==> src/rtl/uart_rx_engine.sv <==
// rtl/uart_rx_engine.sv - UART receive deframer (start/data/parity/stop, status flags)
// Optional overflow flag built only when UART_RX_OVF_EN is defined.
module uart_rx_engine (
    input  logic        clk,
    input  logic        rst,
    input  logic        RX,
    input  logic [18:0] k,
    input  logic        EIGHT,
    input  logic        PEN,
    input  logic        OHEL,
    input  logic        CLR,
    output logic [7:0]  UART_RDATA,
    output logic        RXRDY,
    output logic        PERR,
    output logic        FERR,
    output logic        OVF
);

    typedef enum logic [1:0] {IDLE, START, DATA, DONE} state_t;

    state_t      state, state_nxt;
    logic        rx_meta, rxs;
    logic [18:0] k_count, target;
    logic        counting, btu;
    logic [3:0]  bcnt, n_bits;
    logic [9:0]  sr;
    logic [7:0]  data;
    logic        parity, stop, perr_nxt;

    always_ff @(posedge clk or posedge rst) begin
        if (rst) begin
            rx_meta <= 1'b1;
            rxs     <= 1'b1;
        end else begin
            rx_meta <= RX;
            rxs     <= rx_meta;
        end
    end

    // Half a bit time in START lands the first sample at the start-bit centre.
    // Compare with >= so a mid-frame k change can never run the counter past target.
    assign target   = (state == START) ? (k >> 1) : k;
    assign counting = (state == START) || (state == DATA);
    assign btu      = counting && (k_count >= target);
    assign n_bits   = 4'd8 + {3'b000, EIGHT} + {3'b000, PEN};

    always_ff @(posedge clk or posedge rst) begin
        if (rst) begin
            k_count <= '0;
        end else if (counting && !btu) begin
            k_count <= k_count + 19'd1;
        end else begin
            k_count <= '0;
        end
    end

    always_ff @(posedge clk or posedge rst) begin
        if (rst) begin
            bcnt <= '0;
            sr   <= '1;
        end else if (state == IDLE) begin
            bcnt <= '0;
        end else if (state == DATA && btu) begin
            bcnt <= bcnt + 4'd1;
            sr   <= {rxs, sr[9:1]};
        end
    end

    always_ff @(posedge clk or posedge rst) begin
        if (rst) state <= IDLE;
        else     state <= state_nxt;
    end

    always_comb begin
        state_nxt = state;
        case (state)
            IDLE:  if (!rxs) state_nxt = START;
            START: if (btu) state_nxt = rxs ? IDLE : DATA;
            DATA:  if (btu && ((bcnt + 4'd1) >= n_bits)) state_nxt = DONE;
            DONE:  state_nxt = IDLE;
            default: state_nxt = IDLE;
        endcase
    end

    // Bits enter at the MSB, so the stop bit always ends up in sr[9].
    always_comb begin
        parity = 1'b0;
        data   = 8'h00;
        stop   = sr[9];
        case ({EIGHT, PEN})
            2'b11: begin parity = sr[8]; data = sr[7:0]; end
            2'b10: data = sr[8:1];
            2'b01: begin parity = sr[8]; data = {1'b0, sr[7:1]}; end
            default: data = {1'b0, sr[8:2]};
        endcase
    end

    assign perr_nxt = PEN & ((^data ^ parity) != OHEL);

    always_ff @(posedge clk or posedge rst) begin
        if (rst) begin
            UART_RDATA <= 8'h00;
            RXRDY      <= 1'b0;
            PERR       <= 1'b0;
            FERR       <= 1'b0;
        end else if (state == DONE) begin
            UART_RDATA <= data;
            RXRDY      <= 1'b1;
            PERR       <= perr_nxt;
            FERR       <= ~stop;
        end else if (CLR) begin
            RXRDY      <= 1'b0;
            PERR       <= 1'b0;
            FERR       <= 1'b0;
        end
    end

`ifdef UART_RX_OVF_EN
    always_ff @(posedge clk or posedge rst) begin
        if (rst) begin
            OVF <= 1'b0;
        end else if (state == DONE) begin
            if (RXRDY) OVF <= 1'b1;
        end else if (CLR) begin
            OVF <= 1'b0;
        end
    end
`else
    assign OVF = 1'b0;
`endif

endmodule

==> config.mk <==
export PLATFORM = sky130hd
export DESIGN_NAME = uart_rx_engine
export DESIGN_NICKNAME = d
export VERILOG_FILES = /design/src/rtl/uart_rx_engine.sv
export SDC_FILE = /design/constraint.sdc
export NUM_CORES = 1
export LEC_CHECK = 0
export CAP_MARGIN = 20
export CORE_MARGIN = 1.5
export CORE_UTILIZATION = 45
export DETAILED_ROUTE_END_ITERATION = 6
export PLACE_DENSITY = 0.69
export REMOVE_ABC_BUFFERS = 1
export SETUP_SLACK_MARGIN = 0.3
export SLEW_MARGIN = 20
export SYNTH_ARGS = -nofsm -noshare
export SYNTH_HDL_FRONTEND = slang
export SYNTH_SLANG_ARGS = --single-unit
==> constraint.sdc <==
create_clock -name clk -period 3.25 [get_ports clk]
set_clock_uncertainty 0.05 [all_clocks]
set_input_delay 0.65 -clock clk [delete_from_list [all_inputs] [get_ports clk]]
set_output_delay 0.65 -clock clk [all_outputs]
set_load 0.01 [all_outputs]
==> impl_metrics.ini <==
[outcome]
status = complete, no violations

[grt]
grt-ovfl-total = 0
grt_pass1_vias = 2478
grt_use_met1_pct = 28.47
grt_start_max_net_pins = 20
use_met3_pct = 2.639
track_usage_pct = 20.55
antenna_found_initial = 0
top_usage_layer = met2
grt_pass1_wl_um = 12250
grt_util_met2_pct = 33.66

[setup_path]
crit_top_cell = nand4_1
crit_chain = clkdlybuf4s50_1, mux2i_1, ha_1, nand4_1, nor4_2, nand4_1, o21ai_2, o311ai_4, buf_6, buf_4, or3_4, a21oi_2
worst-path-buf-inv = 3
start_kind = input port
path_class = in -> reg
slowest_delay_ns = 0.48
cp_max_fo = 3
cp_data_required_time_ns = 3.43
cp_slowest_cell = clkdlybuf4s50_1
critPathArrivalTime_ns = 3.40
critPathTopFamily = simple AND/OR/NAND/NOR gates
setup.worst_path.end_class = flop

[die]
die_h_um = 87.76
ios = 38
core_um2 = 6869
initial_core_util_pct = 47.07
die_area_um2 = 7702
rows = 30
die_x_um = 87.76

[cts]
clk_latency_ns = 0.30
cts_sinks = 48
clock_path_buffers = 2
clk_pin_slew_worst_paths_ns = 0.09
cts_tree = done
htreeDepth = 2
ctsRootBufferMaster = clkbuf_8
cts_buffers = 5

[cells_and_area]
area_growth_pct = 36.53
regArea_um2 = 1217
design_area_um2 = 4414
nNetsFinal = 446
final_util_pct = 64.26
fillers = 550
antenna_cells = 0
layout-drive-gt1-share_pct = 30.77
multi_input_area_um2 = 2122

[synthesis]
synth-edff-count = 0
synthesis.instances = 319
synth_top_area_cell = dfrtp_1
synth_ff_type = dfrtp_1
synth_most_common_cell = dfrtp_1
syn_area_um2 = 3233
synth_top_area_share_pct = 27.86
yosys-top-cells-area = dfrtp_1 (28%), ha_1 (12%), dfstp_2 (9.8%)
ys_types = 47
syn_avg_cell_area_um2 = 10.14
ys_top_cells_by_count = dfrtp_1 (36), ha_1 (31), nor2_1 (30)
async_flop_share_pct = 100.0
yosysWarnings = 0
synth_seq_cells = 48
ys_seq_area_share_pct = 37.62

[detailed_routing]
ant_nets = 0
wirelength_um = 7587
vias = 2638
wire_per_inst_um = 15.61
viasPerCell = 5.428
drtPass1Iterations = 4
drt_iter0_drc = 80
drcViolationCount = 0

[sta]
hold_viol_final = 0
finalCriticalPeriod_ns = 3.222
max-slew-margin-rel_pct = 61.49
slew_viol_final = 0
period_share_pct = 99.15
max_freq_mhz = 310.3
tightest_slew_ns = 0.5776
finalSetupViolCount = 0
rsz0062_at_grt = yes

[placement]
place_area_um2 = 3779
io_buffers = 36
place_congestion = 0.8095
hpwl_um = 4962

[run]
drv_cap = 0

[power_and_ir_drop]
ir_drop_uv = 150.6
p_per_area_nw_per_um2 = 321.8
p_leak_nw = 1.901

[worst_hold_path]
hold_path.class = reg -> reg
where the power goes:
part           internal [W]  switching [W]
clock network      0.000308       0.000203
registers          0.000622      0.0000363
logic              0.000141       0.000110
total               0.00107       0.000350
flip-flops by register name, summed over array words and instances (netlist names), named ones only:
signal and count:
UART_RDATA 8, state 1, PERR 1, FERR 1, RXRDY 1, k_count 19
rx_meta 1, sr 10, rxs 1, bcnt 4
worst reg2reg max path, cell delays in order (launching register included):
cell and delay (ns):
dfrtp_2 0.45, ha_4 0.19, buf_12 0.14, mux2i_1 0.12, ha_1 0.32, nand4_1 0.14, nor4_2 0.35, nand4_1 0.21
o21ai_2 0.28, o311ai_4 0.15, buf_6 0.16, buf_4 0.13, or3_4 0.32, a21oi_2 0.13
layer usage:
metal	up-vias	routed length [um]
met5	-	0
met4	0	131
met3	12	249
met2	61	3697
met1	1296	3508
li1	1269	-
logic make-up after synthesis:
family                     count (synthesis)  share of synthesized area (%)
and+or+nand+nor                           87                          13.35
muxes                                     41                          13.43
AOI/OAI and AO/OA                         52                          10.91
xor gates and xnor gates                  32                          8.901
adders and majority gates                 31                          12.00
other                                      1                         0.1160
buffers and inverters                     27                          3.676
DFF                                       48                          37.62
timing repair:
item                                    in CTS  in global routing
endpoints found under the setup margin      35                 36
hold buffers                                 0                  0
resized for setup                           42                 43
buffers inserted                             9                 10
gates cloned                                 4                  0
pin swaps                                   22                 21
per-stage QoR:
step	power [W]	TNS (ns)	std cells	worst slack, ns	hold WS [ns]
after floorplan	0.0007753	-2.943	305	-0.1900	0.2952
after global placement	0.0008657	-0.4813	455	-0.04761	0.2971
after detailed placement	0.0008719	-1.012	455	-0.09756	0.2970
after CTS	0.001407	0	476	0.1781	0.3087
after global routing	0.001492	-0.09737	486	-0.05666	0.3149
final	0.001421	0	486	0.02757	0.3084
worst paths after layout:
| check | depth (start not counted) | slack [ns] | startpoint | endpoint |
|---|---|---|---|---|
| max in group asynchronous | 3 | 1.91 | rst | rx_meta$_DFF_PP1_ |
| worst max register to register | 13 | 0.04 | state[0]$_DFFE_PP0P_ | bcnt[3]$_DFFE_PP0P_ |
| worst max-delay path | 12 | 0.03 | k[15] | bcnt[3]$_DFFE_PP0P_ |
| worst min register to register | 0 | 0.31 | rx_meta$_DFF_PP1_ | rxs$_DFF_PP1_ |
| min in group asynchronous | 2 | 0.58 | rst | k_count[15]$_DFF_PP0_ |
| worst min-delay path | 0 | 0.31 | rx_meta$_DFF_PP1_ | rxs$_DFF_PP1_ |
layout by cell type (no fill, tap or decap), drive strengths merged, types with 4 or more instances in the layout:
cell / instances
o21ai: 13
nand2: 15
inv: 13
nand3: 9
mux2i: 22
xnor2: 13
dfrtp: 36
ha: 31
mux2: 19
nand2b: 7
a211oi: 4
buf: 40
nand4: 7
nor3: 4
clkdlybuf4s50: 35
clkbuf: 7
a21o: 6
xor2: 19
a21oi: 14
a22oi: 5
nor2: 31
dfstp: 12
nor2b: 5
layout make-up:
cell class / count / share of cell area, %
clock buffers: 6 / 1.644
repair buffers: 77 / 17.52
inverters: 13 / 1.105
well taps: 96 / 2.721
multi-input cells: 244 / 48.07
flip-flops and latches: 48 / 27.58
clock inverters: 2 / 1.361
Power figures use the tool's default switching activity.
